--- src/rtl/stream_splitter_pkg.sv ---
// ============================================================================
// Module      : stream_splitter_pkg
// Description : Shared constants, slice-bound helpers and the branch
//               handshake bundle type for the stream splitter.
// Revision    : 1.0 - initial release
// ============================================================================
`default_nettype none

package stream_splitter_pkg;

    // Default width of one output half; the input word is twice this.
    localparam int c_default_width = 8;

    // Slice bounds of the packed input word at the default width.
    localparam int c_lo_lsb = 0;
    localparam int c_lo_msb = c_default_width - 1;
    localparam int c_hi_lsb = c_default_width;
    localparam int c_hi_msb = 2 * c_default_width - 1;

    // One branch's valid/ready/data bundle at the default width.
    typedef struct packed {
        logic                       vld;
        logic                       rdy;
        logic [c_default_width-1:0] data;
    } branch_hs_t;

    // Slice bounds for an arbitrary half width.
    function automatic int lo_msb(input int w);
        return w - 1;
    endfunction

    function automatic int hi_lsb(input int w);
        return w;
    endfunction

    function automatic int hi_msb(input int w);
        return 2 * w - 1;
    endfunction

endpackage

`default_nettype wire

--- src/rtl/stream_splitter_skid_buffer.sv ---
// ============================================================================
// Module      : stream_splitter_skid_buffer
// Description : 2-entry valid/ready buffer. Upstream ready is a registered
//               "not full", so downstream ready never reaches upstream
//               combinationally. One cycle latency, one word per cycle.
// Revision    : 1.0 - initial release
// ============================================================================
`default_nettype none

module stream_splitter_skid_buffer
    import stream_splitter_pkg::*;
#(
    parameter int W = c_default_width
) (
    input  logic         clk,
    input  logic         rst_n,
    input  logic         i_up_vld,
    output logic         o_up_rdy,
    input  logic [W-1:0] i_up_data,
    output logic         o_dn_vld,
    input  logic         i_dn_rdy,
    output logic [W-1:0] o_dn_data
);

    logic [W-1:0] r_mem_0;
    logic [W-1:0] r_mem_1;
    logic         r_wr_ptr;
    logic         r_rd_ptr;
    logic [1:0]   r_count;
    logic         r_up_rdy;

    logic         w_push;
    logic         w_pop;
    logic [1:0]   w_count_nxt;

    assign w_push      = i_up_vld & r_up_rdy;
    assign w_pop       = (r_count != 2'd0) & i_dn_rdy;
    assign w_count_nxt = r_count + {1'b0, w_push} - {1'b0, w_pop};

    assign o_up_rdy  = r_up_rdy;
    assign o_dn_vld  = (r_count != 2'd0);
    assign o_dn_data = r_rd_ptr ? r_mem_1 : r_mem_0;

    // Storage, pointers, occupancy and the registered not-full flag.
    always_ff @(posedge clk or negedge rst_n) begin
        if (!rst_n) begin
            r_mem_0  <= '0;
            r_mem_1  <= '0;
            r_wr_ptr <= 1'b0;
            r_rd_ptr <= 1'b0;
            r_count  <= 2'd0;
            r_up_rdy <= 1'b1;
        end else begin
            if (w_push) begin
                if (r_wr_ptr) r_mem_1 <= i_up_data;
                else          r_mem_0 <= i_up_data;
                r_wr_ptr <= ~r_wr_ptr;
            end
            if (w_pop) begin
                r_rd_ptr <= ~r_rd_ptr;
            end
            r_count  <= w_count_nxt;
            r_up_rdy <= (w_count_nxt != 2'd2);
        end
    end

endmodule

`default_nettype wire

--- src/rtl/stream_splitter_with_flow_control.sv ---
// ============================================================================
// Module      : stream_splitter_with_flow_control
// Description : Eager fork of one 2*WIDTH valid/ready stream into two
//               WIDTH-bit streams (A = low half, B = high half). The input
//               word retires once both branches have taken it.
//               Build option STREAM_SPLITTER_OUT_REG_EN inserts a 2-entry
//               skid buffer on each branch (registered ready, 1 cycle
//               latency); without it the branches are purely combinational.
// Revision    : 1.0 - initial release
// ============================================================================
`default_nettype none

module stream_splitter_with_flow_control
    import stream_splitter_pkg::*;
#(
    parameter int WIDTH = c_default_width
) (
    input  logic               clk,
    input  logic               rst_n,
    input  logic               in_vld,
    output logic               in_rdy,
    input  logic [2*WIDTH-1:0] in_data,
    output logic               a_vld,
    input  logic               a_rdy,
    output logic [WIDTH-1:0]   a_data,
    output logic               b_vld,
    input  logic               b_rdy,
    output logic [WIDTH-1:0]   b_data
);

    logic             r_done_a;
    logic             r_done_b;

    logic             w_a_int_vld;
    logic             w_b_int_vld;
    logic             w_a_int_rdy;
    logic             w_b_int_rdy;
    logic             w_a_fire;
    logic             w_b_fire;
    logic [WIDTH-1:0] w_lo_data;
    logic [WIDTH-1:0] w_hi_data;

    assign w_lo_data = in_data[lo_msb(WIDTH):0];
    assign w_hi_data = in_data[hi_msb(WIDTH):hi_lsb(WIDTH)];

    // Valids are masked while reset is asserted so nothing is offered or
    // accepted during reset, even in the combinational build.
    assign w_a_int_vld = in_vld & ~r_done_a & rst_n;
    assign w_b_int_vld = in_vld & ~r_done_b & rst_n;

    assign w_a_fire = w_a_int_vld & w_a_int_rdy;
    assign w_b_fire = w_b_int_vld & w_b_int_rdy;

    assign in_rdy = (r_done_a | w_a_fire) & (r_done_b | w_b_fire);

    // Fork flags: remember which branch already took the current word.
    always_ff @(posedge clk or negedge rst_n) begin
        if (!rst_n) begin
            r_done_a <= 1'b0;
            r_done_b <= 1'b0;
        end else if (in_vld && in_rdy) begin
            r_done_a <= 1'b0;
            r_done_b <= 1'b0;
        end else begin
            if (w_a_fire) r_done_a <= 1'b1;
            if (w_b_fire) r_done_b <= 1'b1;
        end
    end

`ifdef STREAM_SPLITTER_OUT_REG_EN
    stream_splitter_skid_buffer #(
        .W (WIDTH)
    ) u_skid_a (
        .clk       (clk),
        .rst_n     (rst_n),
        .i_up_vld  (w_a_int_vld),
        .o_up_rdy  (w_a_int_rdy),
        .i_up_data (w_lo_data),
        .o_dn_vld  (a_vld),
        .i_dn_rdy  (a_rdy),
        .o_dn_data (a_data)
    );

    stream_splitter_skid_buffer #(
        .W (WIDTH)
    ) u_skid_b (
        .clk       (clk),
        .rst_n     (rst_n),
        .i_up_vld  (w_b_int_vld),
        .o_up_rdy  (w_b_int_rdy),
        .i_up_data (w_hi_data),
        .o_dn_vld  (b_vld),
        .i_dn_rdy  (b_rdy),
        .o_dn_data (b_data)
    );
`else
    assign a_vld       = w_a_int_vld;
    assign w_a_int_rdy = a_rdy;
    assign a_data      = w_lo_data;

    assign b_vld       = w_b_int_vld;
    assign w_b_int_rdy = b_rdy;
    assign b_data      = w_hi_data;
`endif

endmodule

`default_nettype wire

--- config.mk ---
export PLATFORM = sky130hd
export DESIGN_NAME = stream_splitter_with_flow_control
export DESIGN_NICKNAME = d
export VERILOG_FILES = /design/src/rtl/stream_splitter_pkg.sv /design/src/rtl/stream_splitter_skid_buffer.sv /design/src/rtl/stream_splitter_with_flow_control.sv
export SDC_FILE = /design/constraint.sdc
export NUM_CORES = 1
export LEC_CHECK = 0
export ABC_AREA = 0
export ABC_CLOCK_PERIOD_IN_PS = 900
export CAP_MARGIN = 10
export CORE_AREA = 2 2 39 41
export CTS_CLUSTER_DIAMETER = 30
export DETAILED_ROUTE_END_ITERATION = 16
export DIE_AREA = 0 0 41 43
export HOLD_SLACK_MARGIN = 0.02
export PLACE_DENSITY = 0.73
export SLEW_MARGIN = 20
export SYNTH_ARGS = -nofsm -noshare
export SYNTH_HDL_FRONTEND = slang
export SYNTH_SLANG_ARGS = --single-unit
--- constraint.sdc ---
create_clock -name clk -period 0.9 [get_ports clk]
set_input_delay 0.18 -clock clk [delete_from_list [all_inputs] [get_ports clk]]
set_output_delay 0.18 -clock clk [all_outputs]
set_load 0.02 [all_outputs]
==> summary.txt, run 1 <==
Critical path
  • Crit path DAT: 1.00 ns
  • Critical path's top delay family: flip-flops
  • Crit-path cells: o22ai_2 > a21oi_4 > buf_6
  • CP Launch Type: flip-flop
  • Reg2reg setup slack: -0.14 ns
  • Critical-path top delay cell: dfrtp_1
  • Worst EP required: 0.72 ns
  • Crit Path Category: flip-flop to output pin
  • WP buf/inv: 1
  • Max stage delay on crit path: 0.41 ns
  • Crit end category: output pin
  • Worst Path Max Fanout: 4

Yosys
  • Largest family of logic cells by synthesized area: buffers and inverters
  • Synth warn: 0
  • Register area share after synthesis: 0.199
  • Multiplexer share of the synthesized area: 0
  • Compound-Gate Fraction of Synth Area: 0.164
  • Dominant cell type by area after synthesis: buf_4
  • Cell Area, Synth: 251 um2
  • Synth Instances: 34
  • Syn_nets: 55
  • Number of distinct library cells after synthesis: 10
  • Synthesized flop and latch total: 2
  • Synth area leaders: buf_4, dfrtp_1, a21oi_1
  • Fraction of synthesized cell area in xor and xnor cells: 0
  • Syn Area/Cell: 7.40 um2
  • Simple-gate share of the synthesized area: 0.129
  • Yosys top cell area share: 0.478
  • Post-synthesis adder-cell area fraction: 0

Job
  • MaxCap Viol Count: 0

Floorplanning
  • Die area: 0.00176 mm2
  • # rows: 14
  • Die Y-Extent: 43 um
  • Die width: 41 um
  • Starting Density: 0.182
  • CORE AREA: 0.00138 mm2
  • # IOs: 40

Clocking
  • Worst-path clk slew: 0.03 ns
  • CTS Root Buffer Type: clkbuf_4
  • Inserted Clock Buffers: 3
  • H-tree depth: 1
  • Clock sinks: 2
  • Clock Path Buffers: 2
  • Worst skew pair latency: 0.22 ns
  • CTS tree: built

Power and ir drop
  • Sw Ratio: 0.360
  • Pint: 0.554 mW
  • Clock share of power: 0.229
  • Combinational Power Share: 0.564
  • Power density cells: 2320 mW/mm2
  • Flop pwr share: 0.207
  • Max IR drop VDD: 681 uV
  • Net Sw Power: 0.312 mW
  • Leakage power: 0.169 nW
  • Total Power: 0.867 mW

Final layout
  • Footprint of the multi-input gates: 126 um2
  • # nets final: 60
  • Layout cell share with drive strength beyond 1: 0.568
  • # fillers: 154
  • Syn-to-layout area delta: 48.8%
  • Antenna Cells: 0
  • Final design utilization: 0.270
  • Final Instance Area: 374 um2
  • Register Area: 50.0 um2

Global routing
  • Largest net degree at the start of global routing: 6
  • Vias in the first global route: 231
  • Initial antenna violation count: 0
  • All-Layer GR Usage: 0.0763
  • Total gr overflow: 0
  • First-pass GRT wire length: 883 um

Placed design
  • Gpl congestion: 0.625
  • Post-DP HPWL: 378 um
  • DP Area: 279 um2
  • Number of port buffers: 7

Timing
  • Setup TNS: -0.926 ns
  • Final hold slack: 0.360 ns
  • RSZ-0062 raised after global routing: true
  • Endpoints failing setup: 5
  • Worst slew margin: 0.836
  • Period Utilization, post-route: 1.32
  • Fin crit period: 1.18 ns
  • Setup ws final: -0.285 ns
  • Slew Limit Fails: 0
  • Worst Tran Pin Value: 0.244 ns
  • Maximum clock rate: 844 MHz
  • Clk_skew: 0.000108 ns
  • Final hold vios: 0

Route
  • Final wirelength: 565 um
  • # DRC: 0
  • Via-per-instance ratio: 4.08
  • Final ANT Viol Nets: 0
  • DR iter-0 viols: 0
  • Drt first pass iters: 1
  • Number of vias in the routed layout: 216
  • Drt wl/cell: 10.7 um

Run status
  • Failing checks: negative setup slack
  • Status: finished with violations

Worst hold path
  • Hold Path Class: input pin to output pin
==> final timing paths <==
path                             from         to  depth (start not counted)
setup / recovery             r_done_a     in_rdy                          3
hold reg to reg              r_done_b   r_done_a                          2
hold / removal             in_data[6]  a_data[6]                          0
setup reg to reg             r_done_a   r_done_b                          3
max in group asynchronous       rst_n   r_done_a                          3
min in group asynchronous       rst_n   r_done_b                          3
==> final cells by class <==
class,count,area share
clock buffer,3,0.0602
tap,16,0.0535
sequential,2,0.134
inverter,2,0.0201
multi-input combinational,14,0.338
timing repair buffer,16,0.395
==> power groups by stage <==
stage                     registers (mW)  logic [mW]  clock network (mW)
final                              0.179       0.489               0.199
after global routing               0.184       0.529               0.211
after CTS                          0.176       0.332               0.213
after detailed placement           0.186       0.277                   0
after global placement             0.186       0.265                   0
after floorplan                    0.184       0.248                   0
==> registers in the layout, summed over array words and instances, names as in the netlist <==
register,count
r_done_a,1
r_done_b,1
==> Yosys cell counts, drive strengths merged <==
cell / n
dfrtp: 2
inv: 2
o21ai: 1
nand2: 4
o32ai: 1
and4b: 1
nor2: 2
a21oi: 3
buf: 16
o22ai: 2
==> cells in the final DEF, fill, tap and decap left out <==
master / n
buf_4: 6
dlygate4sd2_1: 3
nor2_1: 1
dlygate4sd3_1: 1
dfrtp_1: 2
nand2_1: 3
buf_6: 5
clkdlybuf4s15_1: 1
o32ai_2: 1
inv_1: 2
and4b_1: 1
o22ai_2: 2
nor2_4: 1
a21oi_4: 2
a21oi_1: 1
o21ai_0: 1
clkbuf_4: 3
nand2_2: 1
==> through the flow <==
| step | worst slack, ns | std cells |
|---|---|---|
| global placement | -0.843 | 46 |
| CTS | -0.313 | 51 |
| finish | -0.285 | 53 |
| global route | -0.329 | 53 |
| floorplan | -0.00622 | 34 |
| detailed placement | -0.867 | 46 |
==> cells by family after synthesis <==
family,Yosys count
AO/OA/AOI/OAI,7
buffers and inverters,18
flip-flops,2
AND/OR/NAND/NOR,7
==> layer usage <==
layer	global-route usage	part of all wire	vias up
met3	0.0314	0.14	2
li1	-	-	104
met4	0.0867	0.027	0
met5	0	0	-
met2	0.100	0.48	13
met1	0.0804	0.35	97
==> timing repair <==
action / in CTS / in global routing
buffers inserted: 1 / 2
pin swaps: 4 / 3
cloned: 0 / 0
setup endpoints to repair: 5 / 5
endpoints found under the hold margin: 2 / 0
gates resized for setup: 23 / 8
hold buffers: 1 / 0
No activity file was read; power rests on OpenSTA's default activity.
==> run 2, diff against run 1 <==
Settings changed: CTS_CLUSTER_DIAMETER 30 to not set.
==> results of run 2 <==
No change in the layout: final DEF, timing and power equal those of run 1.
==> run 3, diff against run 2 <==
Settings changed: GPL_TIMING_DRIVEN set to 0, PLACE_DENSITY 0.73 to 0.68.
==> summary.txt, run 3 (synthesized netlist as in run 1, its figures left out) <==
Run status
  • Status: finished with violations
  • Failing checks: negative setup slack

Route
  • Number of vias in the routed layout: 324
  • Final ANT Viol Nets: 0
  • Via-per-instance ratio: 4.05
  • Drt first pass iters: 2
  • # DRC: 0
  • DR iter-0 viols: 7
  • Drt wl/cell: 9.71 um
  • Final wirelength: 777 um

Timing
  • Maximum clock rate: 846 MHz
  • Clk_skew: 0.000931 ns
  • Slew Limit Fails: 0
  • Endpoints failing setup: 5
  • Period Utilization, post-route: 1.31
  • Final hold vios: 0
  • Fin crit period: 1.18 ns
  • Setup ws final: -0.283 ns
  • Worst slew margin: 0.847
  • Setup TNS: -0.919 ns
  • RSZ-0062 raised after global routing: true
  • Worst Tran Pin Value: 0.230 ns

Global routing
  • First-pass GRT wire length: 986 um
  • Vias in the first global route: 263
  • Total gr overflow: 0
  • Initial antenna violation count: 0
  • Largest net degree at the start of global routing: 7
  • All-Layer GR Usage: 0.0873

Critical path
  • CP Launch Type: flip-flop
  • WP buf/inv: 1
  • Max stage delay on crit path: 0.43 ns
  • Crit end category: output pin
  • Worst Path Max Fanout: 4
  • Critical-path top delay cell: dfrtp_2
  • Crit Path Category: flip-flop to output pin
  • Worst EP required: 0.72 ns
  • Critical path's top delay family: flip-flops
  • Crit-path cells: o22ai_4 > a21oi_4 > buf_6
  • Crit path DAT: 1.00 ns

Power and ir drop
  • Flop pwr share: 0.215
  • Power density cells: 1650 mW/mm2
  • Combinational Power Share: 0.583
  • Net Sw Power: 0.381 mW
  • Sw Ratio: 0.386
  • Leakage power: 0.297 nW
  • Max IR drop VDD: 979 uV
  • Clock share of power: 0.202
  • Total Power: 0.987 mW
  • Pint: 0.606 mW

Floorplanning
  • # rows: 14
  • # IOs: 40
  • CORE AREA: 0.00138 mm2
  • Die width: 41 um
  • Die Y-Extent: 43 um
  • Die area: 0.00176 mm2
  • Starting Density: 0.182

Final layout
  • Register Area: 52.6 um2
  • Final design utilization: 0.431
  • Antenna Cells: 0
  • Syn-to-layout area delta: 137%
  • Footprint of the multi-input gates: 125 um2
  • Layout cell share with drive strength beyond 1: 0.578
  • # nets final: 87
  • Biggest registers after layout: r_done_a: 1 flops, r_done_b: 1 flops
  • Commonest non-fill, non-tap cells in the layout: buf_4, dlygate4sd2_1, buf_6
  • # fillers: 150

Placed design
  • Gpl congestion: 0.585
  • Number of port buffers: 23
  • Post-DP HPWL: 514 um

Clocking
  • Worst skew pair latency: 0.22 ns
  • H-tree depth: 1
  • CTS tree: built
  • Worst-path clk slew: 0.03 ns
  • Clock Path Buffers: 2
  • Clock sinks: 2
  • CTS Root Buffer Type: clkbuf_4
  • Inserted Clock Buffers: 3

Job
  • MaxCap Viol Count: 0

Worst hold path
  • Hold Path Class: input pin to flip-flop
run 3: cell count changes in the layout (fill, tap and decap cells not counted), moves of 2 or more:
cell	change
a21oi_2	+2
o22ai_2	-2
dlygate4sd2_1	+15
dfrtp_2	+2
buf_4	+12
dfrtp_1	-2
run 3: layout make-up:
class	instances	share of cell area
Multi-Input combinational cell	14	0.210
Tap cell	16	0.0335
Buffer	16	0.201
Inverter	2	0.0126
Sequential cell	2	0.0881
Timing Repair Buffer	27	0.417
Clock buffer	3	0.0377
run 3: per-layer routing:
layer  GRT usage  wire [um]
met5           0          0
met2       0.138        416
met1      0.0769        254
met3      0.0366        100
met4      0.0800          5
run 3: power groups by stage:
| stage | combinational (mW) | sequential [mW] | clock [mW] |
|---|---|---|---|
| floorplan | 0.248 | 0.184 | 0 |
| global placement | 0.392 | 0.192 | 0 |
| detailed placement | 0.399 | 0.198 | 0 |
| CTS | 0.494 | 0.189 | 0.212 |
| global route | 0.612 | 0.217 | 0.230 |
| finish | 0.575 | 0.212 | 0.199 |
run 3: stage by stage:
stage	hold slack (ns)	setup slack [ns]	instances	area, um2
4_1_cts	0.412	-0.318	79	571
5_1_grt	0.416	-0.321	80	597
3_5_place_dp	0.412	-1.01	73	522
3_3_place_gp	0.404	-0.978	73	522
2_1_floorplan	-0.116	-0.00622	34	272
6_report	0.412	-0.283	80	597
run 3: final timing paths:
kind / start / endpoint / slack (ns) / cells after the start
setup / recovery: r_done_a / in_rdy / -0.28 / 3
hold / removal: in_vld / r_done_a / 0.41 / 2
setup reg to reg: r_done_a / r_done_b / -0.16 / 3
hold reg to reg: r_done_b / r_done_a / 0.68 / 2
max in group asynchronous: rst_n / r_done_a / 0.30 / 2
min in group asynchronous: rst_n / r_done_b / 0.47 / 2
run 3: what timing repair did:
item | CTS | global route
hold buffers | 1 | 0
setup endpoints to repair | 21 | 5
pin swaps | 4 | 2
resized for setup | 47 | 5
hold endpoints to repair | 2 | 0
setup buffers | 2 | 1
